`config.mk`:
```
export PLATFORM = sky130hd
export DESIGN_NAME = fsm_fed_fifo
export DESIGN_NICKNAME = d
export VERILOG_FILES = /design/src/rtl/fsm_fed_fifo.sv
export SDC_FILE = /design/constraint.sdc
export NUM_CORES = 1
export LEC_CHECK = 0
export ABC_AREA = 1
export CAP_MARGIN = 20
export CORE_UTILIZATION = 55
export CTS_CLUSTER_SIZE = 8
export DETAILED_ROUTE_END_ITERATION = 10
export PLACE_DENSITY = 0.73
export SETUP_SLACK_MARGIN = 0.3
export SYNTH_ARGS = -nofsm -noshare
export SYNTH_HDL_FRONTEND = slang
export SYNTH_SLANG_ARGS = --single-unit
```
`constraint.sdc`:
```
create_clock -name clk -period 4.6 [get_ports clk]
set_input_delay 0.92 -clock clk [delete_from_list [all_inputs] [get_ports clk]]
set_output_delay 0.92 -clock clk [all_outputs]
set_load 0.01 [all_outputs]
```
`src/rtl/fsm_fed_fifo.sv`:
```
// Self-filling buffer: a synchronous FIFO fed by a producer FSM that writes an
// incrementing sequence up to a high-water mark and resumes at a low-water mark.

module fifo #(
  parameter int DATA_WIDTH = 8,
  parameter int DEPTH      = 8
) (
  input  logic                  clk,
  input  logic                  rst_n,
  input  logic                  i_wr_en,
  input  logic [DATA_WIDTH-1:0] i_data,
  input  logic                  i_rd_en,
  output logic [DATA_WIDTH-1:0] o_data,
  output logic                  o_full,
  output logic                  o_empty,
  output logic [3:0]            o_count
);

  localparam int          AW       = (DEPTH > 1) ? $clog2(DEPTH) : 1;
  localparam logic [3:0]  FULL_CNT = 4'(DEPTH);
  localparam logic [AW-1:0] PTR_ONE = AW'(1);

  logic [DATA_WIDTH-1:0] r_mem [DEPTH];
  logic [AW-1:0]         r_wr_ptr;
  logic [AW-1:0]         r_rd_ptr;
  logic [3:0]            r_count;
  logic [DATA_WIDTH-1:0] r_data;
  logic                  w_wr_acc;
  logic                  w_rd_acc;

  // Full blocks writes and empty blocks reads, which also resolves the
  // simultaneous read+write corner cases at the boundaries.
  assign w_wr_acc = i_wr_en && !o_full;
  assign w_rd_acc = i_rd_en && !o_empty;

  // NOTE: sequential state uses non-blocking assignments so every register
  // samples pre-edge values regardless of statement order.
  always_ff @(posedge clk) begin
    if (!rst_n) begin
      r_wr_ptr <= '0;
      r_rd_ptr <= '0;
      r_count  <= '0;
      r_data   <= '0;
    end else begin
      if (w_wr_acc) r_wr_ptr <= r_wr_ptr + PTR_ONE;
      if (w_rd_acc) begin
        r_rd_ptr <= r_rd_ptr + PTR_ONE;
        r_data   <= r_mem[r_rd_ptr];
      end
      unique case ({w_wr_acc, w_rd_acc})
        2'b10:   r_count <= r_count + 4'd1;
        2'b01:   r_count <= r_count - 4'd1;
        default: r_count <= r_count;
      endcase
    end
  end

  // NOTE: the storage array has no reset; stale entries are never visible
  // because the count gates reads, and an unreset array maps onto RAM.
  always_ff @(posedge clk) begin
    if (w_wr_acc) r_mem[r_wr_ptr] <= i_data;
  end

  assign o_data  = r_data;
  assign o_count = r_count;
  assign o_full  = (r_count == FULL_CNT);
  assign o_empty = (r_count == 4'd0);

endmodule

module fsm #(
  parameter int DATA_WIDTH = 8,
  parameter int HIGH_MARK  = 6,
  parameter int LOW_MARK   = 2
) (
  input  logic                  clk,
  input  logic                  rst_n,
  input  logic [3:0]            i_words,
  input  logic                  i_full,
  output logic                  o_wr_en,
  output logic [DATA_WIDTH-1:0] o_data
);

  typedef enum logic {
    S_FILL = 1'b0,
    S_HOLD = 1'b1
  } state_t;

  localparam logic [3:0]            HI_CNT = 4'(HIGH_MARK);
  localparam logic [3:0]            LO_CNT = 4'(LOW_MARK);
  localparam logic [DATA_WIDTH-1:0] ONE    = DATA_WIDTH'(1);

  state_t                r_state;
  state_t                w_next;
  logic                  w_wr_en;
  logic [DATA_WIDTH-1:0] r_data;

  always_ff @(posedge clk) begin
    if (!rst_n) r_state <= S_FILL;
    else        r_state <= w_next;
  end

  // NOTE: defaults assigned before the case so no path leaves a signal
  // unassigned, which would otherwise infer a latch.
  always_comb begin
    w_next  = r_state;
    w_wr_en = 1'b0;
    case (r_state)
      S_FILL: begin
        w_wr_en = (i_words < HI_CNT);
        if (i_words >= HI_CNT) w_next = S_HOLD;
      end
      S_HOLD: begin
        if (i_words <= LO_CNT) w_next = S_FILL;
      end
      default: w_next = S_FILL;
    endcase
  end

  // Advances only on accepted writes so the stored stream has no gaps.
  always_ff @(posedge clk) begin
    if (!rst_n)                 r_data <= '0;
    else if (w_wr_en && !i_full) r_data <= r_data + ONE;
  end

  assign o_wr_en = w_wr_en;
  assign o_data  = r_data;

endmodule

module fsm_fed_fifo #(
  parameter int DATA_WIDTH = 8,
  parameter int DEPTH      = 8,
  parameter int HIGH_MARK  = 6,
  parameter int LOW_MARK   = 2
) (
  input  logic                  clk,
  input  logic                  rst_n,
  input  logic                  rd_en,
  output logic [DATA_WIDTH-1:0] data_out,
  output logic                  full,
  output logic                  empty,
  output logic [3:0]            fifo_words,
  output logic                  wr_en,
  output logic [DATA_WIDTH-1:0] fifo_data
);

  logic                  w_wr_en;
  logic [DATA_WIDTH-1:0] w_fifo_data;
  logic [DATA_WIDTH-1:0] w_data_out;
  logic                  w_full;
  logic                  w_empty;
  logic [3:0]            w_words;

  fsm #(
    .DATA_WIDTH (DATA_WIDTH),
    .HIGH_MARK  (HIGH_MARK),
    .LOW_MARK   (LOW_MARK)
  ) u_fsm (
    .clk     (clk),
    .rst_n   (rst_n),
    .i_words (w_words),
    .i_full  (w_full),
    .o_wr_en (w_wr_en),
    .o_data  (w_fifo_data)
  );

  fifo #(
    .DATA_WIDTH (DATA_WIDTH),
    .DEPTH      (DEPTH)
  ) u_fifo (
    .clk     (clk),
    .rst_n   (rst_n),
    .i_wr_en (w_wr_en),
    .i_data  (w_fifo_data),
    .i_rd_en (rd_en),
    .o_data  (w_data_out),
    .o_full  (w_full),
    .o_empty (w_empty),
    .o_count (w_words)
  );

  assign data_out   = w_data_out;
  assign full       = w_full;
  assign empty      = w_empty;
  assign fifo_words = w_words;
  assign wr_en      = w_wr_en;
  assign fifo_data  = w_fifo_data;

endmodule

```
==> impl_metrics.ini <==
[power_and_ir_drop]
intPower_uw = 1810
p_switching_uw = 1050
p_seq_frac = 0.443
comb_power_share = 0.330
power.share.clock = 0.227
p_sw_frac = 0.367
leakage_uw = 0.00187
powerDensity_nw_per_um2 = 638
ir_drop_v = 0.000423
power_uw = 2860

[clock_network]
clkTransAtPathRegs_ns = 0.09
clkLatencyLatePin_ns = 0.37
cts_max_level = 3
postCtsSetupRepairBufs = 0
cts_tree = yes
root_buffer = clkbuf_8
cts.path.max_buffers = 2
post_cts_resize_count = 0
cts_made_buffers = 9
postCtsHoldBufs = 0
cts.sinks = 91

[floorplanning]
die_y_um = 86.8
die_area_um2 = 7530
pin_count = 26
chipWidth_um = 86.8
start_util = 0.576
core_um2 = 6870
rows = 30

[hold_path]
hp-class = reg -> reg

[setup_path]
worstPathArrival_ns = 1.86
crit_path_start = u_fifo.o_count[1]$_SDFFE_PN0P_
rr_endpoint = u_fifo.o_count[3]$_SDFFE_PN0P_
path_max_fanout = 11
r2r_slack_ns = 2.16
cp.required_ns = 3.68
cp-end-kind = primary output
r2r_start = u_fifo.o_count[3]$_SDFFE_PN0P_
r2r_cells = 12
startpoint_type = flop
cp-endpoint = wr_en
criticalPathCategory = reg -> out

[routing]
drt-total-wl_um = 8440
drtPass1Iterations = 5
dr_total_vias = 2804
wire_per_inst_um = 15.7
viasPerCell = 5.21
drc_errors = 0
postRouteAntennaNets = 0
drtIter0Drc = 304

[yosys]
synthTopCellsByArea = edfxtp_1 (49%), dfxtp_1 (14%), nand2_1 (10%)
yosys.area.top_type = edfxtp_1
ys_warn_count = 0
yosysSeqAreaShare = 0.623
avgSynthCellArea_um2 = 9.53
synth_cell_types = 29
synth_cells = 415
syn_area_um2 = 3960
synth_top_cell_area_share = 0.486
ys_ff_latch = 91
syn_nets = 425

[final_layout]
layout_commonest_cell = nand2_1
layout.nets = 447
final_cell_mix = nand2_1 (110), inv_1 (64), edfxtp_1 (64)
fill_cells = 542
n_antenna_cell = 0
layout-drive-gt1-share = 0.0566
fin_util = 0.651
area_growth_pct = 13.1

[sta]
setup_viol = 0
tightest_slew_ns = 0.953
skew_ns = 0.0110
hold_viol = 0
min_period_ns = 2.78
slew_headroom = 0.362
finalCritPeriodShare = 0.605
rsz0062_at_grt = no
fmax_mhz = 360
maxSlewViolCount = 0
fin_setup_tns_ns = 0

[global_routing]
grt-ovfl-total = 0
grt_first_pass_wirelength_um = 13400
antenna_found_initial = 0
grt_max_degree = 35
grt_usage = 0.246
grt_pass1_vias = 2583

[place]
dp_hpwl_um = 5190
gp_congestion = 0.801
port_buffers = 25

[outcome]
status = completed

[job]
maxCapViolCount = 0
[worst max-delay path: stages, from the launching register on]
cell and delay, ns:
dfxtp_1 0.49, nand2_1 0.12, nand2_2 0.24, inv_2 0.15, clkdlybuf4s50_1 0.50
[sequential cells by signal, summed over array words and instances, names as in the netlist]
signal           flops
u_fsm.o_data         8
u_fifo.o_data        8
u_fsm.r_state        1
u_fifo.o_count       4
u_fifo.r_wr_ptr      3
u_fifo.r_rd_ptr      3
u_fifo.r_mem        64
[worst min-delay path by stage]
| stage | cells after the start | slack [ns] | start | end |
|---|---|---|---|---|
| 2_1_floorplan | 1 | 0.46 | u_fsm.r_state$_SDFF_PN0_ | u_fsm.r_state$_SDFF_PN0_ |
| 3_3_place_gp | 2 | 0.46 | u_fifo.o_data[6]$_SDFFE_PN0P_ | u_fifo.o_data[6]$_SDFFE_PN0P_ |
| 3_5_place_dp | 2 | 0.45 | u_fifo.o_data[5]$_SDFFE_PN0P_ | u_fifo.o_data[5]$_SDFFE_PN0P_ |
| 4_1_cts | 2 | 0.47 | u_fifo.o_data[6]$_SDFFE_PN0P_ | u_fifo.o_data[6]$_SDFFE_PN0P_ |
| 5_1_grt | 2 | 0.49 | u_fifo.o_data[6]$_SDFFE_PN0P_ | u_fifo.o_data[6]$_SDFFE_PN0P_ |
| 6_report | 2 | 0.47 | u_fifo.o_data[5]$_SDFFE_PN0P_ | u_fifo.o_data[5]$_SDFFE_PN0P_ |
[power by group through the flow]
stage,logic [µW],registers (µW),clock network [µW]
2_1_floorplan,673,1230,0
3_3_place_gp,905,1270,0
3_5_place_dp,935,1280,0
4_1_cts,945,1260,649
5_1_grt,1070,1280,684
6_report,943,1260,650
[stage by stage]
step	hold WS (ns)	worst slack (ns)	cells	instance area, µm²
final	0.467	1.82	538	4470
after CTS	0.468	1.80	538	4470
after global placement	0.456	1.61	522	4230
after global routing	0.488	1.70	538	4470
after detailed placement	0.455	1.51	522	4230
after floorplan	0.459	2.34	415	3960
[final cells by class]
class,count,area (µm²),area share
repair buffers,26,258,0.0576
inverters,69,262,0.0584
flip-flops and latches,91,2460,0.550
clock buffers,10,128,0.0285
well taps,96,120,0.0268
clock inverters,6,113,0.0252
multi-input cells,240,1130,0.253
[routing by layer]
layer	global-route usage	wire, µm	up-vias
li1	-	-	1382
met1	0.329	3660	1302
met2	0.393	4120	104
met3	0.0476	482	16
met4	0.103	176	0
met5	0	0	-
[synth_stat cells]
cell type	count
buf_2	7
dfxtp_1	27
buf_6	3
buf_1	1
clkbuf_1	1
clkinv_1	1
a311oi_1	1
nor3b_4	1
fa_1	1
xnor2_1	2
edfxtp_1	64
a21oi_1	21
nor2_2	1
nand2_2	2
inv_2	3
nand2_1	110
or2_0	1
or2_2	1
o21ai_0	11
buf_4	3
and3_1	2
nor3_1	2
o21ai_1	1
inv_1	64
ha_1	6
xor2_1	1
nand3_1	53
nor2_1	23
inv_4	1
[cell families after synthesis]
logic type | synth area share
buffers and inverters | 0.0911
xor gates and xnor gates | 0.00664
and+or+nand+nor | 0.212
adders and majority gates | 0.0240
AOI/OAI and AO/OA | 0.0440
DFF | 0.623
Power figures use the tool's default switching activity.
